## src/rtl/fifo_rd_stream.sv

```systemverilog
// ---------------------------------------------------------------------------
// fifo_rd_stream
//
// Turns the read side of a normal-mode FIFO (data valid one cycle after the
// read request) into a valid/ready stream. A two-entry in-order skid buffer
// absorbs the one-cycle read latency, so full throughput is sustained while
// out_valid_o/out_data_o come straight from registers.
//
// Ports
//   clock         sole clock, rising edge
//   sclr          synchronous active-high clear
//   fifo_empty_i  FIFO empty flag
//   fifo_q_i      FIFO read data, valid the cycle after fifo_rdreq_o
//   fifo_rdreq_o  FIFO read request (combinational)
//   out_data_o    stream data (buffer head)
//   out_valid_o   stream valid (buffer non-empty)
//   out_ready_i   downstream ready
//   rd_count_o    words delivered on the stream since reset (wraps)
// ---------------------------------------------------------------------------
module fifo_rd_stream #(
    parameter int DWIDTH = 8,
    parameter int CNTW   = 16
) (
    input  logic              clock,
    input  logic              sclr,
    input  logic              fifo_empty_i,
    input  logic [DWIDTH-1:0] fifo_q_i,
    output logic              fifo_rdreq_o,
    output logic [DWIDTH-1:0] out_data_o,
    output logic              out_valid_o,
    input  logic              out_ready_i,
    output logic [CNTW-1:0]   rd_count_o
);

    logic [DWIDTH-1:0] buf_mem [0:1];
    logic [1:0]        occ_reg;
    logic [1:0]        occ_next;
    logic              inflight_reg;
    logic              head_reg;
    logic              tail_reg;
    logic [CNTW-1:0]   count_reg;
    logic              pop;
    logic [1:0]        pending;

    // pending = words that will be held after this edge without a new
    // request: buffered plus in flight, minus the one leaving now. The
    // invariant occ + inflight <= 2 keeps this within two bits.
    always_comb begin
        pop          = (occ_reg != 2'd0) & out_ready_i;
        pending      = occ_reg + {1'b0, inflight_reg} - {1'b0, pop};
        occ_next     = pending;
        fifo_rdreq_o = ~sclr & ~fifo_empty_i & (pending < 2'd2);
    end

    always_ff @(posedge clock) begin
        if (sclr) begin
            occ_reg      <= 2'd0;
            inflight_reg <= 1'b0;
            head_reg     <= 1'b0;
            tail_reg     <= 1'b0;
            count_reg    <= '0;
        end else begin
            occ_reg      <= occ_next;
            inflight_reg <= fifo_rdreq_o;
            if (inflight_reg) begin
                tail_reg <= ~tail_reg;
            end
            if (pop) begin
                head_reg  <= ~head_reg;
                count_reg <= count_reg + 1'b1;
            end
        end
    end

    // Buffer storage needs no clear: entries are only read once occ marks
    // them as holding a word.
    generate
        for (genvar gi = 0; gi < 2; gi++) begin : g_entry
            always_ff @(posedge clock) begin
                if (inflight_reg && (tail_reg == 1'(gi))) begin
                    buf_mem[gi] <= fifo_q_i;
                end
            end
        end
    endgenerate

    assign out_valid_o = (occ_reg != 2'd0);
    assign out_data_o  = buf_mem[head_reg];
    assign rd_count_o  = count_reg;

endmodule

```

## config.mk

```make
export PLATFORM = sky130hd
export DESIGN_NAME = fifo_rd_stream
export DESIGN_NICKNAME = d
export VERILOG_FILES = /design/src/rtl/fifo_rd_stream.sv
export SDC_FILE = /design/constraint.sdc
export NUM_CORES = 1
export LEC_CHECK = 0
export BUFFER_PORTS_ARGS = -buffer_cell sky130_fd_sc_hd__buf_2
export CORE_AREA = 4 4 53 67
export DETAILED_ROUTE_END_ITERATION = 8
export DIE_AREA = 0 0 57 71
export GPL_TIMING_DRIVEN = 0
export PLACE_DENSITY_LB_ADDON = 0.25
export SLEW_MARGIN = 40
export SYNTH_ARGS = -nofsm -noshare
export SYNTH_HDL_FRONTEND = slang
export SYNTH_SLANG_ARGS = --single-unit
export TNS_END_PERCENT = 50
```

## constraint.sdc

```tcl
create_clock -name clock -period 5.5 [get_ports clock]
set_clock_uncertainty 0.05 [all_clocks]
set_input_delay 0.55 -clock clock [delete_from_list [all_inputs] [get_ports clock]]
set_output_delay 0.55 -clock clock [all_outputs]
set_load 0.05 [all_outputs]
```

==> impl_metrics.csv <==
group,metric,value,unit
drt,drt-total-wl,2.86,mm
clock_network,cts_inserted_buffers,5,
drt,route.detailed.wl_per_inst,13.2,um
job,cap_violations,0,
synthesis,syn-num-nets,151,
grt,grt-ovfl-total,0,
synthesis,yosysTopAreaCellShare,30.9,%
grt,grt_pass1_vias,1162,
clock_network,cts.clk_slew.worst_paths,110,ps
cells_and_area,area_delta_synth_final,19.8,%
sta,hold_slack,316,ps
placed_design,dp_cells,209,
synthesis,ys_seq_area_share,59.2,%
sta,drv_slew,0,
cells_and_area,drive_gt1_share,33.7,%
cells_and_area,fin_cells,217,
clock_network,cts-resized-gates,0,
critical_path,crit_slowest_cell,"o21ai_1",
critical_path,path_cells,"o21ai_1, inv_1, ha_1, inv_1, ha_1, xnor2_1, xnor2_1, nor3_1, buf_2",
sta,fmax,308,MHz
critical_path,crit_path_start,"occ_reg[1]",
critical_path,critPathLaunchType,"flip-flop",
cells_and_area,final_area,1860,sq um
clock_network,cts_tree,"done",
synthesis,yosys.area_share.adder,2.41,%
clock_network,cts_root_buf,"clkbuf_4",
pwr,p_per_area,408,nW/um^2
synthesis,async_flop_share,0,%
critical_path,slowest_delay,450,ps
synthesis,synth_mux_area_share,6.51,%
grt,grt_util_all_layers,16.1,%
floorplanning,ios,38,
floorplanning,core_area,2920,sq um
sta,timing.final.ws_setup,2260,ps
pwr,p_leak,0.733,nW
clock_network,cts.sinks,38,
synthesis,ys_ff_latch,38,
grt,grt_pass1_wl,5.04,mm
critical_path,reg2reg_from,"occ_reg[1]",
cells_and_area,diodes,0,
synthesis,yosys_most_used_dff,"dfxtp_1",
synthesis,syn_area_per_cell,11.4,sq um
cells_and_area,nets,195,
critical_path,endpoint_kind,"output port",
clock_network,cts_hold_buf,0,
clock_network,clkLatencyLatePin,340,ps
grt,antenna_found_initial,0,
synthesis,ys_types,28,
floorplanning,die_w,57,um
sta,fin_crit,3240,ps
critical_path,rrSetupSlack,3280,ps
drt,drtPass1Iterations,4,
critical_path,reg2reg_depth,8,
outcome,status,"completed",
sta,tightest_slew,612,ps
critical_path,cp_max_fo,8,
hold_path,min_to,"inflight_reg",
floorplanning,initial_core_util,53.3,%
placed_design,dp_hpwl,2.15,mm
critical_path,crit_type,"flip-flop to output port",
synthesis,synth_warnings,0,
cells_and_area,utilization,63.9,%
clock_network,h-tree-depth,2,
cells_and_area,seqCellArea,921,sq um
sta,fin_setup_tns,0,ps
synthesis,syn_area,1560,sq um
synthesis,synth-edff-count,16,
critical_path,timing.rr.end,"occ_reg[1]",
sta,max-slew-margin-rel,59.0,%
cells_and_area,multi_input_area,602,sq um
placed_design,gp_congestion,0.803,
drt,num_vias,1131,
synthesis,synthTopCellsByCount,"22 x dfxtp_1, 16 x edfxtp_1, 15 x nor2_1",
placed_design,pre_cts_ws,2480,ps
floorplanning,die_area,4050,sq um
sta,rsz0062_at_grt,"false",
floorplanning,die-height,71,um
synthesis,synth_area_leaders,"edfxtp_1 31%, dfxtp_1 28%, mux2_2 6.5%",
synthesis,yosysTopAreaCell,"edfxtp_1",
drt,drt-initial-drc-count,26,
hold_path,holdPathStages,2,
drt,route.detailed.drc,0,
drt,final_antenna_net_count,0,
grt,grt_start_max_net_pins,13,
synthesis,synthCells,136,
clock_network,cts_setup_buffers,0,
hold_path,min_from,"fifo_empty_i",
pwr,ir_drop,322,uV
sta,hold_viol_final,0,
synthesis,yosys.area_share.xor_xnor,6.75,%
drt,viasPerCell,5.21,
synthesis,synth-simple-area-share,17.5,%
sta,setup_viol,0,
pwr,report.power.total,0.761,mW
critical_path,worstPathRequired,4900,ps
synthesis,yosysMostFrequentCell,"dfxtp_1",
critical_path,arrival,2640,ps
hold_path,hold_path_class,"input pin to flip-flop",
placed_design,placed_cell_area,1790,sq um
cells_and_area,n_fill_cell,249,
floorplanning,rows,22,
placed_design,portBuffers,37,
sta,finalCritPeriodShare,58.9,%
clock_network,clock_path_buffers,2,
synthesis,synth_compound_area_share,5.47,%
synthesis,synth_top_family_by_area,"simple AND/OR/NAND/NOR gates",
area by class of cell:
type / count / share of cell area [%]
plain buffers: 3 / 0.604
clock buffers: 5 / 2.01
clock inverters: 3 / 2.15
inverters: 6 / 1.21
multi-input cells: 89 / 32.3
flip-flops and latches: 38 / 49.4
well taps: 36 / 2.42
repair buffers: 37 / 9.93
per-layer routing:
layer  routed length (um)  vias to the layer above  GRT usage [%]
li1                     -                      569              -
met1                 1120                      526           16.5
met2                 1470                       30           28.7
met3                  203                        6           5.66
met4                   66                        0           7.73
met5                    0                        -              0
worst max-delay path, delay by kind of cell (launching register included):
family / cells / cell delay (ps)
AND/OR/NAND/NOR: 1 / 120
adder cells (fa/ha/maj): 2 / 510
flip-flops: 1 / 370
buffers and inverters: 3 / 560
XOR/XNOR: 2 / 300
AO/OA/AOI/OAI: 1 / 450
power by group:
| group | leakage (nW) | switching [mW] | internal (mW) |
|---|---|---|---|
| clock network | 0.0450 | 0.0889 | 0.0941 |
| registers | 0.325 | 0.0186 | 0.329 |
| logic | 0.364 | 0.160 | 0.0711 |
| total | 0.733 | 0.268 | 0.494 |
worst max path at each step:
stage,to,slack [ps],cells past startpoint
final,fifo_rdreq_o,2260,9
after detailed placement,fifo_rdreq_o,2480,10
after global routing,fifo_rdreq_o,2020,9
after CTS,fifo_rdreq_o,2230,9
after global placement,fifo_rdreq_o,2510,10
after floorplan,fifo_rdreq_o,2140,8
cell families after synthesis:
family          Yosys count
compound gates           15
xor+xnor                 12
fa+ha+maj                 3
buf+inv                   9
flops                    38
mux                       9
simple gates             50
placed cells by master (no fill, tap or decap), types with 2 or more instances in the layout:
master    count
nor4_1        2
or3_2         2
or3_1         4
o21ai_0       4
nor3_1        6
nand3_1       4
nor2_1       15
mux2_2        9
inv_1         6
clkbuf_4      5
xnor2_1      11
nand4_1       3
a21oi_1       7
dfxtp_1      22
clkinv_2      2
nor2b_1       3
clkbuf_1      3
ha_1          3
buf_2        37
or2_2         2
edfxtp_1     16
nand2_1       5
Power figures use the tool's default switching activity.
